## src/rtl/intr_timegen_multi.sv

```systemverilog
// Multi-channel interrupt / time generator sharing one 64-bit sample counter.
// Optional every-second-firing outputs are enabled with the INTR_DIV2_EN macro.
module intr_timegen_multi #(
    parameter int N_CH  = 4,
    parameter int PER_W = 24,
    parameter int DUR_W = 16,
    parameter int CH_W  = 4
) (
    input  logic                 clk,
    input  logic                 reset_n,
    input  logic                 time_enable,
    input  logic                 cfg_we,
    input  logic [CH_W-1:0]      cfg_ch,
    input  logic [PER_W-1:0]     cfg_per,
    input  logic [DUR_W-1:0]     cfg_dur,
    input  logic [2:0]           cfg_ctrl,
`ifdef INTR_DIV2_EN
    input  logic [7:0]           cfg_dur2,
    input  logic [N_CH-1:0]      fix_div2_clear,
    output logic [N_CH-1:0]      intr_div2,
    output logic [N_CH-1:0]      fix_div2,
`endif
    input  logic [N_CH-1:0]      intr_release,
    output logic [63:0]          smpl_cnt,
    output logic [N_CH-1:0]      fix_pulse,
    output logic [N_CH-1:0]      intr,
    output logic [32*N_CH-1:0]   intr_cnt,
    output logic [64*N_CH-1:0]   time_cap
);

    logic [63:0] smpl_cnt_q;

    always_ff @(posedge clk or negedge reset_n) begin
        if (!reset_n) begin
            smpl_cnt_q <= '0;
        end else if (time_enable) begin
            smpl_cnt_q <= smpl_cnt_q + 64'd1;
        end
    end

    assign smpl_cnt = smpl_cnt_q;

    for (genvar k = 0; k < N_CH; k++) begin : g_ch
        logic [PER_W-1:0] per_q;
        logic [DUR_W-1:0] dur_q;
        logic             type_q, pol_q, en_q;
        logic [PER_W-1:0] cnt_q, cnt_d;
        logic [DUR_W-1:0] dcnt_q, dcnt_d;
        logic             act_q, act_d;
        logic             fix_q, intr_q;
        logic [31:0]      icnt_q;
        logic [63:0]      tcap_q;
        logic             sel, fire, pol_n;

        // Out-of-range channel selects match no k, so those writes fall through.
        assign sel   = cfg_we && (cfg_ch == CH_W'(k));
        assign fire  = en_q && (cnt_q == per_q) && !sel;
        assign pol_n = sel ? cfg_ctrl[1] : pol_q;

        always_comb begin
            cnt_d  = cnt_q;
            dcnt_d = dcnt_q;
            act_d  = act_q;
            if (sel || !en_q) begin
                cnt_d  = '0;
                dcnt_d = '0;
                act_d  = 1'b0;
            end else if (fire) begin
                cnt_d  = '0;
                dcnt_d = dur_q;
                act_d  = 1'b1;
            end else begin
                cnt_d = cnt_q + 1'b1;
                if (type_q) begin
                    if (intr_release[k]) act_d = 1'b0;
                end else if (act_q) begin
                    if (dcnt_q != '0) dcnt_d = dcnt_q - 1'b1;
                    else              act_d  = 1'b0;
                end
            end
        end

        always_ff @(posedge clk or negedge reset_n) begin
            if (!reset_n) begin
                per_q  <= '0;
                dur_q  <= '0;
                type_q <= 1'b0;
                pol_q  <= 1'b0;
                en_q   <= 1'b0;
                cnt_q  <= '0;
                dcnt_q <= '0;
                act_q  <= 1'b0;
                fix_q  <= 1'b0;
                intr_q <= 1'b0;
                icnt_q <= '0;
                tcap_q <= '0;
            end else begin
                if (sel) begin
                    per_q  <= cfg_per;
                    dur_q  <= cfg_dur;
                    type_q <= cfg_ctrl[2];
                    pol_q  <= cfg_ctrl[1];
                    en_q   <= cfg_ctrl[0];
                end
                cnt_q  <= cnt_d;
                dcnt_q <= dcnt_d;
                act_q  <= act_d;
                fix_q  <= fire;
                intr_q <= act_d ^ pol_n;
                if (fire) begin
                    icnt_q <= icnt_q + 32'd1;
                    tcap_q <= smpl_cnt_q;
                end
            end
        end

        assign fix_pulse[k]         = fix_q;
        assign intr[k]              = intr_q;
        assign intr_cnt[32*k +: 32] = icnt_q;
        assign time_cap[64*k +: 64] = tcap_q;

`ifdef INTR_DIV2_EN
        logic [7:0] dur2_q;
        logic [7:0] d2cnt_q, d2cnt_d;
        logic       par_q, act2_q, act2_d, fd2_q, id2_q;
        logic       second;

        // par_q is set after an odd number of firings since the last write.
        assign second = fire && par_q;

        always_comb begin
            d2cnt_d = d2cnt_q;
            act2_d  = act2_q;
            if (sel || !en_q) begin
                d2cnt_d = '0;
                act2_d  = 1'b0;
            end else if (second) begin
                d2cnt_d = dur2_q;
                act2_d  = 1'b1;
            end else if (act2_q) begin
                if (d2cnt_q != '0) d2cnt_d = d2cnt_q - 1'b1;
                else               act2_d  = 1'b0;
            end
        end

        always_ff @(posedge clk or negedge reset_n) begin
            if (!reset_n) begin
                dur2_q  <= '0;
                d2cnt_q <= '0;
                par_q   <= 1'b0;
                act2_q  <= 1'b0;
                fd2_q   <= 1'b0;
                id2_q   <= 1'b0;
            end else begin
                if (sel) begin
                    dur2_q <= cfg_dur2;
                    par_q  <= 1'b0;
                end else if (fire) begin
                    par_q  <= ~par_q;
                end
                d2cnt_q <= d2cnt_d;
                act2_q  <= act2_d;
                fd2_q   <= second | (fd2_q & ~fix_div2_clear[k]);
                id2_q   <= act2_d ^ pol_n;
            end
        end

        assign intr_div2[k] = id2_q;
        assign fix_div2[k]  = fd2_q;
`endif
    end

endmodule
```

## config.mk

```make
export PLATFORM = sky130hd
export DESIGN_NAME = intr_timegen_multi
export DESIGN_NICKNAME = d
export VERILOG_FILES = /design/src/rtl/intr_timegen_multi.sv
export SDC_FILE = /design/constraint.sdc
export NUM_CORES = 2
export LEC_CHECK = 0
export CAP_MARGIN = 20
export CORE_UTILIZATION = 35
export CTS_CLUSTER_SIZE = 16
export DETAILED_ROUTE_END_ITERATION = 8
export GPL_TIMING_DRIVEN = 1
export PLACE_DENSITY = 0.59
export SYNTH_ARGS = -nofsm -noshare
export SYNTH_HDL_FRONTEND = slang
export SYNTH_SLANG_ARGS = --single-unit
export TNS_END_PERCENT = 100
```

## constraint.sdc

```tcl
create_clock -name clk -period 5.95 [get_ports clk]
set_input_delay 1.19 -clock clk [delete_from_list [all_inputs] [get_ports clk]]
set_output_delay 1.19 -clock clk [all_outputs]
set_load 0.03 [all_outputs]
```

==> run_results.csv <==
group,metric,value,unit
outcome,status,"completed",
pwr,vdd_ir_drop_max,0.1949,mV
timing,finalCritPeriodShare,0.6987,
logic_synthesis,synthFlopType,"dfrtp_1",
logic_synthesis,synth_edf_count,0,
pwr,p_int,9751,uW
floorplan,initial_utilization,0.3557,
critical_path,rrSetupSlack,2470,ps
logic_synthesis,synth.yosys.seq_area_share,0.5727,
run,maxCapViolations,0,
timing,finalSetupViolCount,0,
clock_tree,clock_latency,680,ps
detailed_routing,route.detailed.drc,0,
detailed_routing,antenna_left,0,
global_route,grt_max_degree,139,
timing,worst_slew_pin_slew,1092,ps
timing,relSlewSlack,0.2661,
hold_path,hold_class,"flip-flop to flip-flop",
detailed_routing,num_vias,25300,
pwr,netSwitchingFraction,0.2528,
critical_path,worstPathCellList,"clkdlybuf4s50_1 > or4b_2 > o21ai_2 > nor4b_1 > nand4_1 > buf_12 > or4_1 > xnor2_1",
timing,min_period,4157,ps
logic_synthesis,syn_area,34610,um2
clock_tree,clockBufferDepth,3,
critical_path,slowest_delay,830,ps
timing,slew_viol_final,0,
clock_tree,cts.sinks,792,
pwr,seq_power_share,0.463,
timing,tns,0,ps
detailed_routing,dr.pass1.iters,5,
critical_path,cp.arrival,4700,ps
timing,fmax,240.6,MHz
timing,finalClockSkew,39.38,ps
critical_path,r2r-start,"g_ch[2].cnt_q[12]",
detailed_routing,wl_per_cell,20.26,um
critical_path,crit_required,6490,ps
clock_tree,cts_hold_buf,0,
critical_path,cp-start-kind,"input port",
critical_path,ff2ff_path_depth,7,
logic_synthesis,async_reset_ff_frac,1.000,
layout,final_nets,3790,
logic_synthesis,synth.avg_cell_area,10.70,um2
critical_path,crit_start,"cfg_ch[0]",
place,dpl_worst_slack,1132,ps
global_route,grt_pass1_vias,24630,
floorplan,std_cell_rows,114,
critical_path,r2r-end,"g_ch[2].icnt_q[18]",
critical_path,endpoint_kind,"flip-flop",
detailed_routing,routed_wl,102700,um
place,place.gp.congestion,0.8327,
global_route,grt_overflow,0,
clock_tree,cts_setup_buffers,0,
floorplan,ioPinCount,511,
clock_tree,cts_made_buffers,89,
floorplan,die_area,100100,um2
pwr,p_clk_frac,0.447,
clock_tree,clock-root-buffer,"clkbuf_16",
clock_tree,tritoncts,"yes",
layout,ff_latch_area,19820,um2
pwr,power.switching,3299,uW
timing,rsz0062_at_grt,"no",
pwr,p_comb_frac,0.090,
detailed_routing,routed_via_density,4.990,
pwr,power_leakage,0.02055,uW
logic_synthesis,netlist-cell-type-count,49,
place,dp_hpwl,71220,um
logic_synthesis,synth_seq_cells,792,
logic_synthesis,syn-num-nets,3306,
detailed_routing,drt_iter0_markers,1686,
critical_path,slowest_stage,"nand4_1",
logic_synthesis,synthCells,3234,
global_route,grt_antenna_before_repair,6,
global_route,track_usage,0.2029,
floorplan,core,97280,um2
global_route,grt_first_pass_wirelength,155700,um
layout,nFillCells,9024,
layout,drive_above_1_share,0.1178,
floorplan,die_x,316.4,um
logic_synthesis,yosys_warnings,0,
critical_path,critPathKind,"input port to flip-flop",
timing,finalHoldWorstSlack,460.5,ps
clock_tree,cts.clk_slew.worst_paths,60,ps
critical_path,endpoint,"g_ch[2].icnt_q[18]",
place,portBuffers,510,
timing,final_hold_viol_count,0,
layout,synthToLayoutAreaGrowth,27.89,%
floorplan,die_height,316.4,um
critical_path,path_max_fanout,32,
clock_tree,cts_resized,0,
pwr,power.density,294.9,nW/um2
clock_tree,htreeDepth,3,
timing,fin_ws,1793,ps
layout,multi_input_area,14020,um2
-- placed cells by master, fill, tap and decap left out, types with 43 or more instances in the layout --
| cell type | netlist | layout |
|---|---|---|
| nand3_1 | 128 | 125 |
| clkbuf_16 | 0 | 91 |
| nor2_1 | 205 | 204 |
| dfrtp_1 | 792 | 792 |
| xor2_1 | 254 | 254 |
| and3_1 | 54 | 54 |
| o21ai_0 | 60 | 60 |
| mux2_2 | 231 | 231 |
| a21oi_1 | 43 | 43 |
| nor3_1 | 73 | 73 |
| xnor2_1 | 166 | 166 |
| clkdlybuf4s50_1 | 0 | 509 |
| nand2_1 | 695 | 694 |
| nand4_1 | 88 | 88 |
| nor4_1 | 67 | 65 |
-- worst max-delay path: cells and delay by family --
| family | cells | cell delay (ps) |
|---|---|---|
| buffers and inverters | 2 | 1080 |
| xor gates and xnor gates | 1 | 140 |
| and+or+nand+nor | 4 | 2070 |
| AOI/OAI and AO/OA | 1 | 180 |
-- power by group through the flow --
stage	Sequential (uW)	Clock (uW)	Combinational, uW
finish	6040	5840	1170
global route	6090	6180	1280
CTS	6050	5980	1190
detailed placement	6140	0	1190
global placement	6140	0	1170
floorplan	6120	0	603
-- metrics by stage --
step | power [uW] | utilization | instances | area, um2
2_1_floorplan | 6722 | - | 3234 | 34610
3_3_place_gp | 7302 | 0.4225 | 4901 | 41100
3_5_place_dp | 7331 | 0.4225 | 4901 | 41100
4_1_cts | 13220 | 0.4545 | 5067 | 44210
5_1_grt | 13560 | 0.4550 | 5070 | 44260
6_report | 13050 | 0.4550 | 5070 | 44260
-- routing by layer --
layer,vias up,global-route usage,wire [um]
met3,151,0.04029,5351
met2,574,0.3191,47930
met1,12700,0.2791,46340
li1,11870,-,-
met5,-,0,0
met4,0,0.06917,3079
-- worst min-delay path by stage --
stage	to	from	cells past startpoint	slack [ps]
floorplan	g_ch[0].cnt_q[0]	g_ch[0].cnt_q[0]	1	460
global placement	g_ch[0].tcap_q[19]	g_ch[0].tcap_q[19]	2	450
detailed placement	g_ch[2].tcap_q[21]	g_ch[2].tcap_q[21]	2	450
CTS	g_ch[1].tcap_q[62]	g_ch[1].tcap_q[62]	2	470
global route	g_ch[2].tcap_q[47]	g_ch[2].tcap_q[47]	2	480
finish	g_ch[1].tcap_q[62]	g_ch[1].tcap_q[62]	2	460
-- cell families (layout without fill, tap and decap cells) --
kind of cell               Yosys count  after routing  synth area share
buffers and inverters              197            756           0.02404
adders and majority gates           17             17          0.006146
and+or+nand+nor                   1422           1422            0.1889
xor gates and xnor gates           420            420            0.1063
muxes                              237            237           0.07690
other                                0              1                 0
AOI/OAI and AO/OA                  149            149           0.02502
DFF                                792            792            0.5727
-- final cells by class --
| class | count | share of cell area |
|---|---|---|
| repair buffers | 555 | 0.1260 |
| clock buffers | 126 | 0.05736 |
| flip-flops and latches | 792 | 0.4478 |
| multi-input cells | 2245 | 0.3169 |
| clock inverters | 40 | 0.01286 |
| inverters | 35 | 0.002968 |
| well taps | 1276 | 0.03607 |
| diodes | 1 | 0.00005654 |
-- state kept, by name, indices dropped and copies added (netlist names) --
| name | count |
|---|---|
| g_ch.act_q | 4 |
| g_ch.cnt_q | 96 |
| g_ch.dcnt_q | 64 |
| g_ch.dur_q | 64 |
| g_ch.en_q | 4 |
| g_ch.fix_q | 4 |
| g_ch.icnt_q | 128 |
| g_ch.intr_q | 4 |
| g_ch.per_q | 96 |
| g_ch.pol_q | 4 |
| g_ch.tcap_q | 256 |
| g_ch.type_q | 4 |
| smpl_cnt | 64 |
-- synthesized netlist by cell type (54+ instances only) --
cell,count,area share
nand3_1,128,0.019
clkbuf_1,112,0.012
xnor2_1,166,0.042
nand4_1,88,0.016
dfrtp_1,792,0.57
nor3_1,73,0.011
nor2_1,205,0.022
nor4_1,67,0.012
mux2_2,231,0.075
and3_1,54,0.0098
xor2_1,254,0.064
nand2_1,695,0.075
o21ai_0,60,0.0087
(Power assumes the default switching activity.)
